===== src/rtl/qam_pkg.sv =====
// Shared QAM demod types and widths for the demult / defilter / scheduler slice.
package qam_pkg;

  localparam int unsigned QAM_DIN_W  = 24;
  localparam int unsigned QAM_DOUT_W = 32;

  typedef enum logic [1:0] {
    IDLE   = 2'd0,
    SEND_I = 2'd1,
    SEND_Q = 2'd2
  } defir_sched_st_t;

  typedef enum logic {
    PAR_I = 1'b0,
    PAR_Q = 1'b1
  } iq_parity_t;

endpackage


===== src/rtl/qam_iq_reassembler.sv =====
// Re-pairs the serialised I-then-Q stream coming back from the shared FIR.
// Beats arriving with nothing outstanding are dropped and flagged as orphans.
module qam_iq_reassembler
  import qam_pkg::*;
#(
  parameter int unsigned DOUT_W = QAM_DOUT_W
) (
  input  logic              axi_clk,
  input  logic              axi_rst,
  input  logic              fir_m_tvalid,
  input  logic [DOUT_W-1:0] fir_m_tdata,
  input  logic              outst_zero,
  output logic              m_valid,
  output logic [DOUT_W-1:0] m_i,
  output logic [DOUT_W-1:0] m_q,
  output logic              orphan
);

  iq_parity_t        parity;
  logic [DOUT_W-1:0] hold_i;
  logic              beat;

  assign beat = fir_m_tvalid & ~outst_zero;

  // Parity tracks which rail the next legitimate beat belongs to.
  always_ff @(posedge axi_clk) begin
    if (axi_rst) begin
      parity  <= PAR_I;
      hold_i  <= '0;
      m_valid <= 1'b0;
      m_i     <= '0;
      m_q     <= '0;
      orphan  <= 1'b0;
    end else begin
      m_valid <= 1'b0;
      if (fir_m_tvalid && outst_zero) begin
        orphan <= 1'b1;
      end
      if (beat) begin
        if (parity == PAR_I) begin
          hold_i <= fir_m_tdata;
          parity <= PAR_Q;
        end else begin
          m_i     <= hold_i;
          m_q     <= fir_m_tdata;
          m_valid <= 1'b1;
          parity  <= PAR_I;
        end
      end
    end
  end

endmodule


===== src/rtl/qam_defir_scheduler.sv =====
// Time-shares one demod FIR between the I and Q rails: serialises each pair
// as I-then-Q beats, bounds beats in flight and re-pairs the filtered results.
module qam_defir_scheduler
  import qam_pkg::*;
#(
  parameter int unsigned DIN_W     = QAM_DIN_W,
  parameter int unsigned DOUT_W    = QAM_DOUT_W,
  parameter int unsigned MAX_OUTST = 32,
  parameter int unsigned CNT_W     = 16
) (
  input  logic              axi_clk,
  input  logic              axi_rst,
  input  logic              s_valid,
  output logic              s_ready,
  input  logic [DIN_W-1:0]  s_i,
  input  logic [DIN_W-1:0]  s_q,
  output logic              fir_s_tvalid,
  input  logic              fir_s_tready,
  output logic [DIN_W-1:0]  fir_s_tdata,
  input  logic              fir_m_tvalid,
  input  logic [DOUT_W-1:0] fir_m_tdata,
  output logic              m_valid,
  output logic [DOUT_W-1:0] m_i,
  output logic [DOUT_W-1:0] m_q,
  output logic              overrun,
  output logic [CNT_W-1:0]  drop_cnt,
  output logic              orphan
);

  localparam int unsigned     OUT_W   = $clog2(MAX_OUTST + 1);
  localparam logic [OUT_W-1:0] OUT_MAX = OUT_W'(MAX_OUTST);

  defir_sched_st_t  state, state_n;
  logic [OUT_W-1:0] outst, outst_n;
  logic [DIN_W-1:0] hold_q, hold_q_n;
  logic [DIN_W-1:0] tdata_n;
  logic             s_ready_n;
  logic             tvalid_n;
  logic             overrun_n;
  logic [CNT_W-1:0] drop_cnt_n;
  logic             fir_in_fire;
  logic             fir_out_beat;

  always_ff @(posedge axi_clk) begin
    if (axi_rst) begin
      state <= IDLE;
    end else begin
      state <= state_n;
    end
  end

  // Outputs are precomputed from the next state so they leave the block registered.
  always_comb begin
    state_n      = state;
    hold_q_n     = hold_q;
    tdata_n      = fir_s_tdata;
    overrun_n    = overrun;
    drop_cnt_n   = drop_cnt;
    outst_n      = outst;
    fir_in_fire  = fir_s_tvalid & fir_s_tready;
    fir_out_beat = fir_m_tvalid & (outst != '0);

    case (state)
      IDLE: begin
        if (s_valid) begin
          state_n  = SEND_I;
          tdata_n  = s_i;
          hold_q_n = s_q;
        end
      end
      SEND_I: begin
        if (fir_in_fire) begin
          state_n = SEND_Q;
          tdata_n = hold_q;
        end
      end
      SEND_Q: begin
        if (fir_in_fire) begin
          state_n = IDLE;
        end
      end
      default: state_n = IDLE;
    endcase

    if (s_valid && !s_ready) begin
      overrun_n = 1'b1;
      if (drop_cnt != '1) begin
        drop_cnt_n = drop_cnt + CNT_W'(1);
      end
    end

    if (fir_in_fire && !fir_out_beat) begin
      outst_n = outst + OUT_W'(1);
    end else if (!fir_in_fire && fir_out_beat) begin
      outst_n = outst - OUT_W'(1);
    end

    s_ready_n = (state_n == IDLE);
    tvalid_n  = (state_n != IDLE) && (outst_n != OUT_MAX);
  end

  always_ff @(posedge axi_clk) begin
    if (axi_rst) begin
      outst        <= '0;
      hold_q       <= '0;
      fir_s_tdata  <= '0;
      fir_s_tvalid <= 1'b0;
      s_ready      <= 1'b1;
      overrun      <= 1'b0;
      drop_cnt     <= '0;
    end else begin
      outst        <= outst_n;
      hold_q       <= hold_q_n;
      fir_s_tdata  <= tdata_n;
      fir_s_tvalid <= tvalid_n;
      s_ready      <= s_ready_n;
      overrun      <= overrun_n;
      drop_cnt     <= drop_cnt_n;
    end
  end

  qam_iq_reassembler #(
    .DOUT_W(DOUT_W)
  ) u_reasm (
    .axi_clk     (axi_clk),
    .axi_rst     (axi_rst),
    .fir_m_tvalid(fir_m_tvalid),
    .fir_m_tdata (fir_m_tdata),
    .outst_zero  (outst == '0),
    .m_valid     (m_valid),
    .m_i         (m_i),
    .m_q         (m_q),
    .orphan      (orphan)
  );

endmodule


===== config.mk =====
export PLATFORM = sky130hd
export DESIGN_NAME = qam_defir_scheduler
export DESIGN_NICKNAME = d
export VERILOG_FILES = /design/src/rtl/qam_pkg.sv /design/src/rtl/qam_iq_reassembler.sv /design/src/rtl/qam_defir_scheduler.sv
export SDC_FILE = /design/constraint.sdc
export NUM_CORES = 1
export LEC_CHECK = 0
export CAP_MARGIN = 10
export CORE_MARGIN = 2
export CORE_UTILIZATION = 41
export CTS_CLUSTER_DIAMETER = 120
export DETAILED_ROUTE_END_ITERATION = 6
export PLACE_DENSITY = 0.81
export SLEW_MARGIN = 0
export SYNTH_ARGS = -nofsm -noshare
export SYNTH_HDL_FRONTEND = slang
export SYNTH_SLANG_ARGS = --single-unit

===== constraint.sdc =====
create_clock -name axi_clk -period 4.9 [get_ports axi_clk]
set_input_delay 0.735 -clock axi_clk [delete_from_list [all_inputs] [get_ports axi_clk]]
set_output_delay 0.735 -clock axi_clk [all_outputs]
set_load 0.05 [all_outputs]

==> results of run 1 <==
power groups by stage:
stage | registers, W | logic, W | clock network (W)
after CTS | 0.00177 | 0.00116 | 0.00137
after floorplan | 0.00198 | 0.000642 | 0
after global routing | 0.00180 | 0.00125 | 0.00143
final | 0.00177 | 0.00115 | 0.00134
after global placement | 0.00179 | 0.00114 | 0
after detailed placement | 0.00180 | 0.00116 | 0
critical path, stage by stage (launching register included):
cell and delay [ns]:
dfxtp_1 0.52, inv_1 0.14, ha_1 0.25, nor2b_1 0.19
a21boi_4 0.23, nand2_1 0.12, nor2_4 0.91, buf_4 0.36
a22o_1 0.16
how the worst max path moves through the flow:
stage / from / cells past startpoint / to
2_1_floorplan: drop_cnt[0]$_SDFFE_PP0P_ / 6 / drop_cnt[2]$_SDFFE_PP0P_
3_3_place_gp: fir_m_tvalid / 6 / u_reasm.m_q[5]$_SDFFE_PP0P_
3_5_place_dp: fir_m_tvalid / 6 / u_reasm.m_i[10]$_SDFFE_PP0P_
4_1_cts: outst[0]$_SDFF_PP0_ / 8 / u_reasm.m_i[10]$_SDFFE_PP0P_
5_1_grt: outst[0]$_SDFF_PP0_ / 8 / u_reasm.m_i[3]$_SDFFE_PP0P_
6_report: outst[0]$_SDFF_PP0_ / 8 / u_reasm.m_i[10]$_SDFFE_PP0P_
final cells by class:
| type | count | area share |
|---|---|---|
| clock buffer | 19 | 0.0475 |
| sequential | 174 | 0.382 |
| clock inverter | 13 | 0.0170 |
| multi-input combinational | 443 | 0.305 |
| timing repair buffer | 200 | 0.217 |
| inverter | 4 | 0.00165 |
| tap | 216 | 0.0296 |
cells by family (layout without fill, tap and decap cells):
logic type / count (synthesis) / count (layout) / synth area share
flip-flops: 174 / 174 / 0.530
AND/OR/NAND/NOR: 194 / 194 / 0.137
XOR/XNOR: 15 / 15 / 0.0200
buffers and inverters: 57 / 236 / 0.0504
adder cells (fa/ha/maj): 5 / 5 / 0.00913
AO/OA/AOI/OAI: 203 / 203 / 0.214
multiplexers: 26 / 26 / 0.0396
sequential cells by signal, indices dropped and copies added (netlist names):
name / flops
drop_cnt: 16
fir_s_tdata: 24
fir_s_tvalid: 1
hold_q: 24
outst: 6
overrun: 1
s_ready: 1
state: 2
u_reasm.hold_i: 32
u_reasm.m_i: 32
u_reasm.m_q: 32
u_reasm.m_valid: 1
u_reasm.orphan: 1
u_reasm.parity: 1
metrics by stage:
step           cell area (um^2)  power [W]  hold WS, ns  setup WS, ns  instances
6_report                   9120    0.00427        0.454          1.92       1069
5_1_grt                    9120    0.00448        0.475          1.65       1069
4_1_cts                    9120    0.00430        0.456          1.90       1069
3_5_place_dp               8530    0.00296        0.446          1.57       1037
3_3_place_gp               8530    0.00293        0.439          1.64       1037
2_1_floorplan              6580    0.00262        0.436          2.87        674
metal layers:
metal / up-vias / global-route usage
met1: 2625 / 0.236
met5: - / 0
met3: 15 / 0.0513
li1: 2731 / -
met4: 0 / 0.0613
met2: 166 / 0.299
layout by cell type (no fill, tap or decap), types with 2 or more instances in the layout:
cell and n:
a211oi_1 24, a21oi_1 61, a22o_1 64, a31oi_1 4
and2_1 4, and4_1 4, buf_4 8, bufinv_16 2
clkbuf_1 2, clkbuf_16 17, clkdlybuf4s50_1 192, clkinv_4 2
clkinvlp_4 5, dfxtp_1 174, ha_1 4, inv_1 4
inv_6 2, inv_8 2, mux2i_1 26, nand2_1 94
nand2b_1 5, nand3_1 5, nand3b_1 2, nand4_1 6
nor2_1 48, nor2b_1 2, nor3_1 11, o21ai_0 35
o21bai_1 2, xnor2_1 15
==> run metrics, run 1 <==
top-area cell type share of the netlist area 0.530; Psw 0.00147 W; depth of the most critical reg-to-reg path 8; Hold EP hold_q[10]$_SDFFE_PP0P_; Syn Inst Count 674; clk_lat worst skew 0.42 ns; DRT Wirelength 16000 um; EDFF count, synth 0; RSZ-0062 raised after global routing false; switch share 0.343; Clock Path Buffers 2; Reg clk slew, reported paths 0.07 ns; share of cells above drive strength 1 0.0598; Worst setup SP type register; clock buffer count from CTS 17; register area share after synthesis 0.530; Synth cell types 52; CTS Sinks 174; Hold Path Class reg2reg; worst hold path depth 2; die height 131 um; Clock Tree Root clkbuf_16; number of diodes 0; Die X 131 um; drt wl/cell 14.9 um; Static Leak 3.43 nW; vias in the first global route 5014; GRT overflow 0; endpoints failing hold 0; die area 17100 um^2; Cell Pwr Density 468 nW/um^2; Final #Nets 929; GR Util All Layers 0.183; hold_sp hold_q[10]$_SDFFE_PP0P_; f_max 0.335 GHz; FF+latch count, synth 174; global-route wire length before repair 25000 um; R2R setup slack 1.92 ns; Worst Path Required 5.26 ns; Reg-to-Reg End u_reasm.m_i[10]$_SDFFE_PP0P_; Highest Signal Layer met4; cell taking the most area after synthesis dfxtp_1; Final Critical Period 2.98 ns; Mapped Area 6580 um^2; area of the multi-input gates 2780 um^2; total number of vias 5537; clock network power share 0.314; final RePlAce weighted congestion 0.771; Pre-Repair DR Iteration Count 5; Synth Area per Inst 9.76 um^2; # port buffers 193; internal power 0.00280 W; Iter 0 DRT Violations 430; crit end category register; Slew HR 0.209; ys flop type dfxtp_1; DP HPWL 10600 um; worst clock skew 0.0106 ns; Setup Fix Bufs, Post-CTS 0; TritonCTS clock tree built; reg2reg start outst[0]$_SDFF_PP0_; WS Path Type reg2reg; CTS H-tree lvls 4; Max Cap Viol 0; initial antenna violation count 0; area grow syn2layout 38.7%; Logic pwr share 0.271; Synth area leaders dfxtp_1, a22o_1, nand2_1; vias per inst 5.18; post_cts resized 0; VDD IR max 254 uV; Core Area 15800 um^2; pin count of the biggest net entering global routing 65; DR DRC count 0; Routed Antenna Nets 0; fin util 0.578; max-slew violations 0; synth cell count leaders dfxtp_1, nand2_1, a22o_1; Ys Warns 0; Starting Density 0.417; Syn Nets 763; crit path DAT 3.34 ns; Least-Margin Pin Slew 1.18 ns; met3 WL 1030 um; met2 WL 7560 um; Metal-1 WL 7210 um; CP Max Fanout 51; Seq pwr share 0.415; count leader, synth dfxtp_1; num ports 194; sequential cell area 3480 um^2; fillers 1424; setup TNS 0 ns; outcome completed; Hold Buf Count CTS 0; Setup violations, final 0; period utilization 0.609; share of flip-flops with an asynchronous set or reset 0; Row Count 46
No activity file was read; power rests on OpenSTA's default activity.
==> run 2, diff against run 1 <==
- PLACE_DENSITY: 0.81 -> 0.84
- clock period: 4.9 -> 2.6 ns (I/O delays scaled with it)
==> run metrics, run 2 (synthesis results as in run 1) <==
pin count of the biggest net entering global routing 66 (+1.5%); Setup Fix Bufs, Post-CTS 0 (unchanged); outcome completed; CTS H-tree lvls 4 (unchanged); Row Count 46 (unchanged); depth of the most critical reg-to-reg path 7 (-1); die area 17100 um^2 (unchanged); global-route wire length before repair 25600 um (+2.3%); Hold Path Class in2reg; fin cells 1072 (+0.28%); most frequent cells in the layout clkdlybuf4s50_1, dfxtp_1, nand2_1; Die X 131 um (unchanged); clock buffer count from CTS 17 (unchanged); Iter 0 DRT Violations 377 (-12%); Worst setup SP type register; Final Critical Period 2.26 ns (-0.719 ns); VDD IR max 498 uV (+96%); area grow syn2layout 40.5%; hold_sp axi_rst; crit path DAT 2.62 ns (-0.72 ns); setup TNS 0 ns (unchanged); final RePlAce weighted congestion 0.837 (+8.5%); fin util 0.586 (+0.00770); Max stage delay on crit path 0.56 ns (-0.35 ns); initial antenna violation count 0 (unchanged); number of diodes 0 (unchanged); vias in the first global route 5098 (+1.7%); largest registers u_reasm.hold_i x32, u_reasm.m_i x32, u_reasm.m_q x32; CP Max Fanout 64 (+25%); Static Leak 3.50 nW (+2.0%); worst-path cell chain inv_1, ha_1, nor2b_1, a21boi_4, a21oi_4, buf_4, a22o_1; Setup violations, final 0 (unchanged); Power Total 0.00837 W (+96%); Final #Nets 933 (+0.43%); total number of vias 5582 (+0.81%); TritonCTS clock tree built; worst clock skew 0.00845 ns (-0.00215 ns); share of cells above drive strength 1 0.0654 (+0.00563); Hold Buf Count CTS 0 (unchanged); Least-Margin Pin Slew 0.690 ns (-0.495 ns); f_max 0.442 GHz (+32%); post_cts resized 0 (unchanged); DRT Wirelength 16200 um (+1.4%); die height 131 um (unchanged); Critical Path Sink u_reasm.m_q[10]$_SDFFE_PP0P_; Worst Path Required 2.96 ns (-2.30 ns); Reg clk slew, reported paths 0.07 ns (about the same); num ports 194 (unchanged); Clock Path Buffers 2 (unchanged); DR DRC count 0 (unchanged); CTS Sinks 174 (unchanged); R2R setup slack 0.34 ns (-1.58 ns); dpl cells 1041 (+0.39%); WS Path Type reg2reg; Hold Slack 0.393 ns (-0.0606 ns); CP Launch Point outst[0]$_SDFF_PP0_; RSZ-0062 raised after global routing false; crit path max-delay cell type buf_4; DP HPWL 10700 um (+0.83%); # port buffers 193 (unchanged); crit end category register; endpoints failing hold 0 (unchanged); clk_lat worst skew 0.42 ns (about the same); Reg-to-Reg End u_reasm.m_q[10]$_SDFFE_PP0P_; vias per inst 5.21 (+0.53%); GRT overflow 0 (unchanged); commonest non-fill, non-tap cell in the layout clkdlybuf4s50_1; period utilization 0.871 (+0.262); max-slew violations 0 (unchanged); drt wl/cell 15.1 um (+1.1%); Clock Tree Root clkbuf_16; Routed Antenna Nets 0 (unchanged); Core Area 15800 um^2 (unchanged); Pre-Repair DR Iteration Count 4 (-1); GR Util All Layers 0.188 (+0.00499); Slew HR 0.540 (+0.331); Starting Density 0.417 (unchanged); fillers 1368 (-3.9%); Max Cap Viol 0 (unchanged); Cell Pwr Density 906 nW/um^2 (+93%); reg2reg start outst[0]$_SDFF_PP0_
-- run 2: changes by cell type in the layout (fill, tap and decap cells not counted), sizes merged --
cell	delta
bufinv	+3
buf	+4
inv	+1
clkbuf	-2
clkinvlp	-3
-- run 2: critical path, delay by kind of cell, from the launching register on --
kind	cells	cell delay, ns
buffers and inverters	2	0.71
AND/OR/NAND/NOR	1	0.32
adder cells (fa/ha/maj)	1	0.18
AO/OA/AOI/OAI	3	0.55
flip-flops	1	0.40
-- run 2: worst min-delay path by stage --
stage	slack (ns)	end	cells after the start
6_report	0.39	drop_cnt[9]$_SDFFE_PP0P_	2
5_1_grt	0.39	drop_cnt[8]$_SDFFE_PP0P_	2
4_1_cts	0.37	outst[2]$_SDFF_PP0_	2
3_5_place_dp	0.45	hold_q[13]$_SDFFE_PP0P_	2
3_3_place_gp	0.44	u_reasm.m_i[14]$_SDFFE_PP0P_	1
2_1_floorplan	0.44	hold_q[0]$_SDFFE_PP0P_	2
-- run 2: per-layer routing --
| layer | wire (um) | part of all wire | vias to the layer above | GRT usage |
|---|---|---|---|---|
| met1 | 7050 | 0.44 | 2640 | 0.237 |
| met2 | 7710 | 0.48 | 174 | 0.306 |
| met4 | 344 | 0.021 | 0 | 0.0763 |
| met5 | 0 | 0 | - | 0 |
| li1 | - | - | 2744 | - |
| met3 | 1090 | 0.067 | 24 | 0.0550 |
-- run 2: final cells by class --
cell class,count,area [um^2],share of cell area
sequential,174,3480,0.377
clock inverter,14,229,0.0248
clock buffer,17,425,0.0460
tap,216,270,0.0293
inverter,4,15.0,0.00163
multi-input combinational,443,2780,0.301
timing repair buffer,204,2040,0.220
-- run 2: per-stage QoR --
step,setup slack [ns],area [um^2]
2_1_floorplan,0.567,6580
3_5_place_dp,0.382,8580
4_1_cts,0.367,9240
6_report,0.336,9240
5_1_grt,0.204,9240
3_3_place_gp,0.443,8580
-- run 2: power breakdown --
part	total, W	switching (W)	internal [W]	leakage (nW)
Combinational	0.00226	0.00142	0.000840	1.76
Sequential	0.00330	0.000271	0.00303	1.42
Clock	0.00281	0.00109	0.00172	0.313
==> RTL change 1: new RTL, config.mk and constraints of run 2 <==
`hold_q` and `fir_s_tdata` no longer have a reset.
--- a/src/rtl/qam_defir_scheduler.sv
+++ b/src/rtl/qam_defir_scheduler.sv
@@ -103,6 +103,4 @@
     if (axi_rst) begin
       outst        <= '0;
-      hold_q       <= '0;
-      fir_s_tdata  <= '0;
       fir_s_tvalid <= 1'b0;
       s_ready      <= 1'b1;
@@ -111,6 +109,4 @@
     end else begin
       outst        <= outst_n;
-      hold_q       <= hold_q_n;
-      fir_s_tdata  <= tdata_n;
       fir_s_tvalid <= tvalid_n;
       s_ready      <= s_ready_n;
@@ -118,4 +114,9 @@
       drop_cnt     <= drop_cnt_n;
     end
+  end
+
+  always_ff @(posedge axi_clk) begin
+    hold_q      <= hold_q_n;
+    fir_s_tdata <= tdata_n;
   end
 
Formal check against the unedited RTL: not equivalent (a bounded check fails within 4 cycles, from zero or initial values and one cycle with axi_rst high).
==> RTL change 1 against run 2 <==
Core utilization up 1.3 points. Power decreased by 6.1%. Routed wire length shrank 8.2%. Setup slack got worse by 0.13 ns. Area after synthesis down 3.8%. Cell area decreased by 1.8%. First-iteration DRC count down 14%. Critical path depth unchanged. Count of clock-buffer cells in the layout rose by 2. Sequential cell count is the same. Critical path type unchanged. Largest power group unchanged. Highest routed layer unchanged.
==> RTL change 1: results (changes against run 2) <==
| Metric | Value |
|---|---|
| Outcome | `finished, final reports clean` |
| NumNets Final | `816 (-13%)` |
| Share of layout cells above drive strength 1 | `10.7% (+4.1 points)` |
| Worst clock skew | `0.00907 ns (+0.000620 ns)` |
| Highest routed layer | `met4` |
| Post-Route M1 WL | `6710 um (-4.8%)` |
| Crit Path Max Fanout | `8 (-88%)` |
| Initial antenna violation count | `0 (unchanged)` |
| Worst path max stage delay | `0.61 ns (+0.05 ns)` |
| CTS clk-pin slew, worst paths | `0.06 ns` |
| Sequential-to-total area share from yosys stat | `62.7% (+9.7 points)` |
| Post-synth EDFFs | `48 (+48)` |
| I/O Buffers | `193 (unchanged)` |
| Vias in the first global route | `4674 (-8.3%)` |
| VDD IR-drop max | `471 uV (-5.5%)` |
| Placer Congestion | `0.851 (+1.7%)` |
| Clock Path Buffers | `2 (unchanged)` |
| GRT met2 Usage | `28.9% (-1.7 points)` |
| Post-DP HPWL | `10000 um (-6.7%)` |
| First DRT Iteration DRCs | `326 (-14%)` |
| Placed cell area | `8470 sq um (-1.3%)` |
| Clk_lat worst skew | `0.42 ns (about the same)` |
| Switch Pwr | `0.00253 W (-9.0%)` |
| Total routed wirelength | `14900 um (-8.2%)` |
| Hold Path Class | `in -> reg` |
| CP Launch Point | `outst[1]` |
| Via density | `5.23 (+0.45%)` |
| First-pass GRT wire length | `23600 um (-7.8%)` |
| Ranking of synthesized cells by area | `dfxtp_1 40%, edfxtp_1 23%, a22o_1 8.9%` |
| Mux cell area share after synthesis | `4.59% (+0.63 points)` |
| Met1 Use GR | `23.5% (-0.13 points)` |
| Top cells by count, synth | `126 x dfxtp_1, 64 x a22o_1, 48 x edfxtp_1, 47 x nand2_1, 35 x a21oi_1` |
| Async set or reset register ratio after synthesis | `0% (unchanged)` |
| CTS resizes | `1 (+1)` |
| Met3 usage | `4.51% (-0.99 points)` |
| Min-delay src | `axi_rst` |
| Post-synthesis compound-gate area fraction | `17.9% (-3.5 points)` |
| Main synth FF type | `dfxtp_1` |
| Buffers inserted by post-CTS timing repair | `0 (unchanged)` |
| Yosys warnings | `0 (unchanged)` |
| TritonCTS Buffers | `17 (unchanged)` |
| ANT cells | `0 (unchanged)` |
| Adder-Cell Fraction of Synth Area | `0.791% (-0.12 points)` |
| Largest net degree at the start of global routing | `50 (-24%)` |
| TritonRoute pass-1 iters | `4 (unchanged)` |
| H-tree levels | `4 (unchanged)` |
| Met2 WL | `7060 um (-8.4%)` |
| Biggest registers after layout | `u_reasm.hold_i: 32 flops, u_reasm.m_i: 32 flops, u_reasm.m_q: 32 flops` |
| Unique masters post-synth | `49 (-5.8%)` |
| Met3 WL | `832 um (-24%)` |
| GRT Total Usage | `18.1% (-0.76 points)` |
| Slew @ Worst Pin | `0.783 ns (+0.0924 ns)` |
| Critical Path Slowest Stage Cell | `o311ai_0` |
| XOR/XNOR share of the synthesized area | `2.63% (+0.63 points)` |
| Lkg Pwr | `3.27 nW (-6.4%)` |
| Mapped Nets | `630 (-17%)` |
| CTS root buf | `clkbuf_16` |
RTL change 1: area by class of cell:
type	instances	area (sq um)
Clock buffer	19	464
Clock inverter	13	129
Fill cell	1187	6070
Inverter	4	15.0
Multi-Input combinational cell	324	2220
Sequential cell	174	3960
Tap cell	188	235
Timing Repair Buffer	206	2050
RTL change 1: metrics by stage:
stage	util (%)	hold WS, ns	cells	worst slack (ns)
finish	59.9	0.341	928	0.209
global route	59.9	0.346	928	0.0466
CTS	59.9	0.326	928	0.243
detailed placement	56.0	0.446	896	0.0744
global placement	56.0	0.441	896	0.179
floorplan	-	0.436	541	0.0499
RTL change 1: power groups by stage:
stage | clock, W | sequential (W) | combinational [W]
after detailed placement | 0 | 0.00342 | 0.00198
after global routing | 0.00269 | 0.00341 | 0.00213
final | 0.00251 | 0.00337 | 0.00198
after floorplan | 0 | 0.00378 | 0.000939
after CTS | 0.00256 | 0.00337 | 0.00199
after global placement | 0 | 0.00341 | 0.00194
RTL change 1: logic make-up (layout without fill, tap and decap cells):
kind of cell | Yosys count | in the layout
AOI/OAI and AO/OA | 159 | 159
xor gates and xnor gates | 19 | 19
adders and majority gates | 4 | 4
buffers and inverters | 43 | 242
DFF | 174 | 174
muxes | 26 | 26
and+or+nand+nor | 116 | 116
RTL change 1: path summary, 6_finish.rpt:
kind | end | slack [ns] | cells past startpoint
max reg2reg | fir_s_tvalid | 0.21 | 7
min | outst[4] | 0.34 | 2
max | fir_s_tvalid | 0.21 | 7
min reg2reg | u_reasm.m_i[21] | 0.46 | 1
RTL change 1: critical path: cells and delay by family (launching register included):
kind	cells	cell delay (ns)
DFF	1	0.38
adders and majority gates	1	0.18
buffers and inverters	1	0.11
and+or+nand+nor	2	0.59
AOI/OAI and AO/OA	3	1.00
==> RTL change 2: new RTL, config.mk and constraints of run 2 <==
Made on the original files. Change the parameter `CNT_W` from 16 to 20.
--- a/src/rtl/qam_defir_scheduler.sv
+++ b/src/rtl/qam_defir_scheduler.sv
@@ -7,5 +7,5 @@
   parameter int unsigned DOUT_W    = QAM_DOUT_W,
   parameter int unsigned MAX_OUTST = 32,
-  parameter int unsigned CNT_W     = 16
+  parameter int unsigned CNT_W     = 20
 ) (
   input  logic              axi_clk,
Interface: changed (resized drop_cnt); port bits go from 194 to 198. No check against the original RTL was run, so the function may have changed too.
==> RTL change 2 against run 2 <==
Highest routed layer unchanged. Sequential cell count rose by 4. Critical endpoint is now u_reasm.m_q[6]. Routed wire length rose by 1.6%. Core utilization rose by 0.81 points. Power fell by 0.44%. Cell area rose by 1.7%. Area after synthesis rose by 0.59%. Setup slack got worse by 0.023 ns.
==> RTL change 2: results (changes against run 2) <==
| Metric | Value |
|---|---|
| Outcome | `finished, final reports clean` |
| First-pass GRT wire length | `26400 um (+3.0%)` |
| Worst slack at placement | `0.278 ns (-0.104 ns)` |
| Placed Cells incl. Taps | `1082 (+3.9%)` |
| TritonRoute pass-1 iters | `7 (+3)` |
| Internal power | `0.00542 W (-2.9%)` |
| Yosys warnings | `0 (unchanged)` |
| Post-DP HPWL | `11100 um (+3.8%)` |
| Slew margin rel. | `33.9% (-20 points)` |
| Final Worst Setup Slack | `0.313 ns (-0.0231 ns)` |
| Setup crit end | `u_reasm.m_q[6]` |
| Ranking of synthesized cells by area | `dfxtp_1 54%, a22o_1 8.5%, nand2_1 7.3%` |
| Syn avg cell area | `9.43 sq um (-3.3%)` |
| Lkg Pwr | `3.51 nW (+0.39%)` |
| Mapped Nets | `790 (+3.5%)` |
| Crit path arrival time | `2.66 ns (+0.04 ns)` |
| Worst clock skew | `0.00757 ns (-0.000875 ns)` |
| FF-to-FF path depth | `8 (+1)` |
| Non-filler cells, final | `1114 (+3.9%)` |
| GRT Total Usage | `19.3% (+0.42 points)` |
| VDD IR-drop max | `472 uV (-5.2%)` |
| Total routed wirelength | `16500 um (+1.6%)` |
| Comb group | `0.00239 W (+6%)` |
| Fillers | `1343 (-1.8%)` |
| Via density | `5.09 (-2.2%)` |
| I/O Buffers | `197 (+2.1%)` |
| Vias in the first global route | `5450 (+6.9%)` |
| Mux cell area share after synthesis | `3.78% (-0.17 points)` |
| NumNets Final | `974 (+4.4%)` |
| Placer Congestion | `0.809 (-3.3%)` |
| H-tree levels | `4 (unchanged)` |
| Register area | `3560 sq um (+2.3%)` |
| Unique masters post-synth | `42 (-19%)` |
| Top cells by count, synth | `178 x dfxtp_1, 129 x nand2_1, 64 x a21oi_1, 64 x a22o_1, 61 x nor2_1` |
| First DRT Iteration DRCs | `313 (-17%)` |
| Clock group total power | `0.00260 W (-7.5%)` |
| CTS clk-pin slew, worst paths | `0.07 ns (about the same)` |
| Sequential-to-total area share from yosys stat | `53.9% (+0.90 points)` |
| Share of layout cells above drive strength 1 | `6.12% (-0.42 points)` |
| Adder-Cell Fraction of Synth Area | `0.908% (-0.0054 points)` |
| Crit Path Max Fanout | `42 (-34%)` |
[RTL change 2: cell types whose count changed after synthesis, sizes merged, moves of 6 or more]
cell    before  now
buf         33   20
xnor2       15   21
clkbuf      20   29
o21ai       35    5
nor2        50   61
nand2       94  129
[RTL change 2: how the worst min path moves through the flow]
| stage | start | end | slack, ns | depth (start not counted) |
|---|---|---|---|---|
| floorplan | hold_q[0] | hold_q[0] | 0.44 | 2 |
| CTS | axi_rst | u_reasm.m_valid | 0.34 | 2 |
| global placement | u_reasm.hold_i[10] | u_reasm.hold_i[10] | 0.44 | 2 |
| finish | axi_rst | u_reasm.m_valid | 0.36 | 2 |
| detailed placement | hold_q[17] | hold_q[17] | 0.45 | 2 |
| global route | axi_rst | u_reasm.m_valid | 0.36 | 2 |
[RTL change 2: worst max-delay path, stage by stage, from the launching register on]
cell and delay (ns):
dfxtp_1 0.33, inv_1 0.07, ha_1 0.21, or4b_4 0.21, o21a_1 0.12, nand2_1 0.09
nor2_4 0.76, buf_12 0.25, a22o_1 0.15
[RTL change 2: final cells by class]
| class | count | area share (%) |
|---|---|---|
| timing repair buffer | 214 | 22.8 |
| inverter | 7 | 0.280 |
| clock inverter | 15 | 1.92 |
| tap | 216 | 2.88 |
| clock buffer | 17 | 4.53 |
| multi-input combinational | 467 | 29.7 |
| sequential | 178 | 37.9 |
[RTL change 2: routing by layer]
layer  GRT usage (%)  vias up  routed length (um)
li1                -     2821                   -
met1            24.2     2673                7260
met2            32.4      171                8000
met3            5.25        8                1080
met4            5.69        0                 117
met5               0        -                   0
[RTL change 2: kinds of logic after synthesis]
kind of cell             Yosys count
AND/OR/NAND/NOR                  239
flip-flops                       178
AO/OA/AOI/OAI                    175
buffers and inverters             56
multiplexers                      25
XOR/XNOR                          23
adder cells (fa/ha/maj)            5
